$ cat src/rtl/sram_byte_ctrl.sv
// Byte-serialising controller for the 8-bit sram_compiled_array macro.
// Turns 32-bit byte-enabled word requests into per-lane SETUP/STROBE accesses.
module sram_byte_ctrl #(
    parameter int ADDR_W        = 12,
    parameter int STROBE_CYCLES = 1
) (
    input  logic              clk,
    input  logic              resetn,
    input  logic              req_valid,
    output logic              req_ready,
    input  logic              req_we,
    input  logic [ADDR_W-1:0] req_addr,
    input  logic [3:0]        req_be,
    input  logic [31:0]       req_wdata,
    output logic              rsp_valid,
    output logic [31:0]       rsp_rdata,
    output logic [ADDR_W-1:0] sram_addr,
    output logic [7:0]        sram_din,
    output logic              sram_write_en,
    output logic              sram_sense_en,
    input  logic [7:0]        sram_dout
);

    typedef enum logic [1:0] {S_IDLE, S_SETUP, S_STROBE, S_DONE} state_t;

    localparam logic [1:0] LAST_CNT = 2'(STROBE_CYCLES - 1);

    function automatic logic [1:0] lowest_lane(input logic [3:0] mask);
        lowest_lane = 2'd0;
        for (int i = 3; i >= 0; i--) begin
            if (mask[i]) lowest_lane = 2'(i);
        end
    endfunction

    state_t            r_state, w_state_nxt;
    logic              r_we, w_we_nxt;
    logic [ADDR_W-3:0] r_widx, w_widx_nxt;
    logic [3:0]        r_be, w_be_nxt;
    logic [31:0]       r_wdata, w_wdata_nxt;
    logic [1:0]        r_lane, w_lane_nxt;
    logic [1:0]        r_cnt, w_cnt_nxt;
    logic [31:0]       r_rbuf, w_rbuf_nxt;
    logic [ADDR_W-1:0] r_addr, w_addr_nxt;
    logic [7:0]        r_din, w_din_nxt;
    logic              r_wen, w_wen_nxt;
    logic              r_sen, w_sen_nxt;
    logic              r_rsp_valid, w_rsp_valid_nxt;
    logic [31:0]       r_rsp_rdata, w_rsp_rdata_nxt;
    logic [3:0]        w_above;
    logic [1:0]        w_next_lane;

    // Enabled lanes strictly above the current one; zero means this was the last.
    assign w_above     = r_be & (4'b1110 << r_lane);
    assign w_next_lane = lowest_lane(w_above);

    always_comb begin
        // NOTE: every comb output gets a default first so no path can infer a latch.
        w_state_nxt     = r_state;
        w_we_nxt        = r_we;
        w_widx_nxt      = r_widx;
        w_be_nxt        = r_be;
        w_wdata_nxt     = r_wdata;
        w_lane_nxt      = r_lane;
        w_cnt_nxt       = r_cnt;
        w_rbuf_nxt      = r_rbuf;
        w_addr_nxt      = r_addr;
        w_din_nxt       = r_din;
        w_wen_nxt       = 1'b0;
        w_sen_nxt       = 1'b0;
        w_rsp_valid_nxt = 1'b0;
        w_rsp_rdata_nxt = r_rsp_rdata;

        unique case (r_state)
            S_IDLE: begin
                if (req_valid) begin
                    w_we_nxt    = req_we;
                    w_widx_nxt  = req_addr[ADDR_W-1:2];
                    w_be_nxt    = req_be;
                    w_wdata_nxt = req_wdata;
                    w_rbuf_nxt  = 32'h0;
                    if (req_be == 4'h0) begin
                        w_state_nxt     = S_DONE;
                        w_rsp_valid_nxt = 1'b1;
                        w_rsp_rdata_nxt = 32'h0;
                    end else begin
                        w_state_nxt = S_SETUP;
                        w_lane_nxt  = lowest_lane(req_be);
                        w_addr_nxt  = {req_addr[ADDR_W-1:2], lowest_lane(req_be)};
                        w_din_nxt   = req_we ? req_wdata[{lowest_lane(req_be), 3'b000} +: 8] : 8'h00;
                    end
                end
            end
            S_SETUP: begin
                w_state_nxt = S_STROBE;
                w_cnt_nxt   = 2'd0;
                w_wen_nxt   = r_we;
                w_sen_nxt   = ~r_we;
            end
            S_STROBE: begin
                if (r_cnt == LAST_CNT) begin
                    if (!r_we) w_rbuf_nxt[{r_lane, 3'b000} +: 8] = sram_dout;
                    if (w_above != 4'h0) begin
                        w_state_nxt = S_SETUP;
                        w_lane_nxt  = w_next_lane;
                        w_addr_nxt  = {r_widx, w_next_lane};
                        w_din_nxt   = r_we ? r_wdata[{w_next_lane, 3'b000} +: 8] : 8'h00;
                    end else begin
                        w_state_nxt     = S_DONE;
                        w_rsp_valid_nxt = 1'b1;
                        w_rsp_rdata_nxt = r_we ? 32'h0 : w_rbuf_nxt;
                    end
                end else begin
                    w_cnt_nxt = r_cnt + 2'd1;
                    w_wen_nxt = r_we;
                    w_sen_nxt = ~r_we;
                end
            end
            S_DONE: w_state_nxt = S_IDLE;
            default: w_state_nxt = S_IDLE;
        endcase
    end

    // NOTE: sequential state uses non-blocking assignments only.
    always_ff @(posedge clk or negedge resetn) begin
        if (!resetn) begin
            r_state     <= S_IDLE;
            r_we        <= 1'b0;
            r_widx      <= '0;
            r_be        <= 4'h0;
            r_wdata     <= 32'h0;
            r_lane      <= 2'd0;
            r_cnt       <= 2'd0;
            r_rbuf      <= 32'h0;
            r_addr      <= '0;
            r_din       <= 8'h00;
            r_wen       <= 1'b0;
            r_sen       <= 1'b0;
            r_rsp_valid <= 1'b0;
            r_rsp_rdata <= 32'h0;
        end else begin
            r_state     <= w_state_nxt;
            r_we        <= w_we_nxt;
            r_widx      <= w_widx_nxt;
            r_be        <= w_be_nxt;
            r_wdata     <= w_wdata_nxt;
            r_lane      <= w_lane_nxt;
            r_cnt       <= w_cnt_nxt;
            r_rbuf      <= w_rbuf_nxt;
            r_addr      <= w_addr_nxt;
            r_din       <= w_din_nxt;
            r_wen       <= w_wen_nxt;
            r_sen       <= w_sen_nxt;
            r_rsp_valid <= w_rsp_valid_nxt;
            r_rsp_rdata <= w_rsp_rdata_nxt;
        end
    end

    // Gating with resetn keeps a partial write from completing even if reset is
    // sampled late by the flop's async clear.
    assign sram_write_en = r_wen & resetn;
    assign sram_sense_en = r_sen;
    assign sram_addr     = r_addr;
    assign sram_din      = r_din;
    assign rsp_valid     = r_rsp_valid;
    assign rsp_rdata     = r_rsp_rdata;
    assign req_ready     = (r_state == S_IDLE) && resetn;

endmodule

$ cat config.mk
export PLATFORM = sky130hd
export DESIGN_NAME = sram_byte_ctrl
export DESIGN_NICKNAME = d
export VERILOG_FILES = /design/src/rtl/sram_byte_ctrl.sv
export SDC_FILE = /design/constraint.sdc
export NUM_CORES = 1
export LEC_CHECK = 0
export ABC_AREA = 1
export CAP_MARGIN = 15
export CORE_MARGIN = 1
export CORE_UTILIZATION = 35
export DETAILED_ROUTE_END_ITERATION = 12
export GPL_TIMING_DRIVEN = 0
export REMOVE_ABC_BUFFERS = 1
export SLEW_MARGIN = 20
export SYNTH_ARGS = -nofsm -noshare
export SYNTH_HDL_FRONTEND = slang
export SYNTH_SLANG_ARGS = --single-unit
$ cat constraint.sdc
create_clock -name clk -period 3.5 [get_ports clk]
set_clock_uncertainty 0.05 [all_clocks]
set_input_delay 0.7 -clock clk [delete_from_list [all_inputs] [get_ports clk]]
set_output_delay 0.7 -clock clk [all_outputs]
set_load 0.01 [all_outputs]
==> results.md, run 1 <==
- Status: complete, no violations
- Die H: 141.8 µm
- GR Util met1: 25.56%
- Distinct cells, synth: 23
- Skew-Pair Late Insertion Delay: 420 ps
- Cell Chain, Critical Path: inv_1, ha_4, inv_2, a21oi_2, inv_2, nor3_2, o21ai_0
- Pins Over Slew Limit: 0
- Antenna diode count: 0
- RePlAce Congestion: 0.8277
- Starting DRC count in detailed routing: 387
- FF-to-FF path depth: 7
- Global routing usage on met3: 3.949%
- Via count: 6102
- Drt wl/cell: 14.44 µm
- Post-DP HPWL: 12.02 mm
- CTS Buf Count: 17
- Post-synthesis sequential area ratio: 50.13%
- Share of post-route cells with drive strength above 1: 5.694%
- Area grow syn2layout: 28.81%
- Hold WC Path Type: primary input to async pin
- CP startpoint kind: register
- Clock sinks: 137
- Synth warn: 0
- Crit Path Max Fanout: 66
- Finish-stage setup viols: 0
- Layer with the highest usage: met2
- DP Worst Slack: -883.4 ps
- Drt via density: 4.839
- Worst path top cell family by delay: buffers and inverters
- Slew @ Worst Pin: 1001 ps
- Max Buffers Root-to-Sink: 2
- Core area: 0.01896 mm²
- Reg2reg setup slack: 370 ps
- Final net count: 1059
- Die area: 0.02010 mm²
- Root Driver: clkbuf_16
- DRT Pass-1 Iters: 5
- Port Buffer Count: 113
- Cell Area, Synth: 0.006839 mm²
- DRT Wirelength: 18.21 mm
- Final hold vios: 0
- First-pass GRT wire length: 30.45 mm
- Filler instances: 1916
- Max IR drop VDD: 398.8 µV
- Die Width: 141.8 µm
- Max Cap Violations: 0
- Period utilization: 89.41%
- Hold slack: 174.2 ps
- Post-synth EDFFs: 0
- Critical Path AT: 3350 ps
- Pleak: 4.159 nW
- Clk pin slew, worst setup/hold paths: 60 ps
- CP bufs+invs: 3
- Area of the multi-input gates: 0.002920 mm²
- Post-DRT Antenna Nets: 0
- Non-Filler Cell Area, Final: 0.008810 mm²
- I/O pin count: 116
- Initial core utilization: 36.08%
- CP peak stage delay: 770 ps
- RR Startpoint: r_state[0]
- All-Layer GR Usage: 19.40%
- Crit path time final: 3129 ps
- CP max stage cell: nor3_2
- Post-synthesis register bit count: 137
- RSZ-0062 raised after global routing: no
- Num rows: 50
- Crit end category: register
- Gr ovfl total: 0
- Syn_area_per_cell: 7.624 µm²
- Main synth FF type: dfrtp_1
- Fmax: 0.3195 GHz
- Power Density: 781.7 mW/mm²
- CTS tree: yes
- WP data required: 3720 ps
- Largest net degree at the start of global routing: 74
- Crit path kind: register to register
- Initial antenna violation count: 0
- Mapped Cells: 897
- Register Area: 0.003430 mm²
- H-tree depth: 4
- CP most frequent cell: inv_2
- GR Util met2: 32.38%
- Ys async rst share: 100.0%
- Post-route DRC: 0
- Vias in the first global route: 5865
- Final setup margin: 370.5 ps
- Cell Area, Placed: 0.008190 mm²
- Worst R2R End: r_lane[0]
- Slew headroom: 33.20%
==> synth_stat cells, drive strengths merged (3+ instances only) <==
master,instances,area [µm²]
clkinv,3,11.26
clkbuf,34,127.6
o21ai,208,1045
inv,87,326.6
a21oi,12,63.81
nor2,37,138.9
ha,11,137.6
nand3,38,195.2
nand2,298,1129
o211ai,10,75.07
dfrtp,137,3428
nand3b,8,60.06
buf,12,78.83
==> cells by family (layout without fill, tap and decap cells) <==
family,after synthesis,count (layout),synth area share [%]
buffers and inverters,136,239,7.958
DFF,137,137,50.13
AOI/OAI and AO/OA,231,231,17.40
and+or+nand+nor,382,383,22.50
adders and majority gates,11,11,2.012
==> layer usage <==
layer | part of all wire, % | routed length (µm) | up-vias
li1 | - | - | 3071
met1 | 47 | 8540 | 2835
met2 | 48 | 8653 | 177
met3 | 4.4 | 797 | 19
met4 | 1.2 | 213 | 0
met5 | 0 | 0 | -
==> metrics by stage <==
stage	util (%)	setup TNS (ps)	power, mW	std cells
after floorplan	-	0	3.957	851
after global placement	42.67	-650310	5.038	1224
after detailed placement	43.21	-35100	5.119	1227
after CTS	46.42	0	6.954	1260
after global routing	46.48	0	7.467	1261
final	46.48	0	6.886	1261
==> registers in the layout, indices dropped and copies added, names as in the netlist, 2 cells and up <==
name and flops:
rsp_rdata 32, r_be 3, r_rbuf 32, sram_din 8
r_widx 10, r_wdata 32, r_cnt 2, r_state 2
sram_addr 11
==> where the power goes <==
group	switching (mW)	internal (mW)
clock	0.714	1.05
sequential	0.288	2.03
combinational	1.86	0.947
total	2.86	4.03
==> how the worst max path moves through the flow <==
stage / start / to / depth (start not counted)
finish: r_state[0] / r_lane[0] / 7
global route: r_state[0] / r_lane[0] / 8
CTS: r_state[0] / sram_din[0] / 9
detailed placement: r_lane[0] / rsp_rdata[4] / 9
global placement: resetn / r_widx[4] / 1
floorplan: r_state[0] / sram_addr[10] / 9
==> worst reg2reg max path, delay by kind of cell (launching register included) <==
family	cells	cell delay, ps
AO/OA/AOI/OAI	2	420
adder cells (fa/ha/maj)	1	430
buffers and inverters	3	910
flip-flops	1	390
AND/OR/NAND/NOR	1	790
==> area by class of cell <==
type | count | area share [%]
timing repair buffer | 117 | 13.83
multi-input combinational | 625 | 33.15
clock buffer | 17 | 4.829
clock inverter | 15 | 1.719
inverter | 90 | 3.849
sequential | 137 | 38.93
tap | 260 | 3.693
==> cell usage in the layout (no fill, tap or decap) <==
master and count:
nand2_1 290, o21ai_0 207, dfrtp_1 136, clkdlybuf4s50_1 112
inv_1 84, nor2_1 37, nand3_1 37, clkbuf_16 17
o211ai_1 10, a21oi_1 10, ha_1 10, nand3b_1 8
nand2_2 6, clkinvlp_4 6, clkinv_2 5, inv_2 3
nand2_4 2, clkinv_1 2, inv_6 2, bufinv_16 2
buf_16 2, nand3_2 1, o22ai_1 1, o21ai_2 1
a21oi_2 1, nor3_4 1, a21oi_4 1, ha_4 1
clkinv_4 1, nor3_2 1, buf_8 1, buf_12 1
dfrtp_2 1, buf_4 1
==> what timing repair did <==
action | in CTS | in global routing
setup endpoints to repair | 52 | 50
cloned | 1 | 0
setup buffers | 0 | 1
pin swaps | 1 | 1
hold buffers | 0 | 0
gates resized for setup | 5 | 2
Power figures use the tool's default switching activity.
==> inputs of run 2 (changes only) <==
==> constraint.sdc (replaced) <==
create_clock -name clk -period 3.5 [get_ports clk]
set_clock_uncertainty 0.05 [all_clocks]
set_input_delay 0.525 -clock clk [delete_from_list [all_inputs] [get_ports clk]]
set_output_delay 0.525 -clock clk [all_outputs]
set_load 0.01 [all_outputs]
==> results of run 2 <==
The final DEF is identical to that of run 1. Status: finished, violations left: hold timing.
Among the figures that moved: hold slack 174.2 ps -> -0.7586 ps; number of hold violations in the final report 0 -> 1
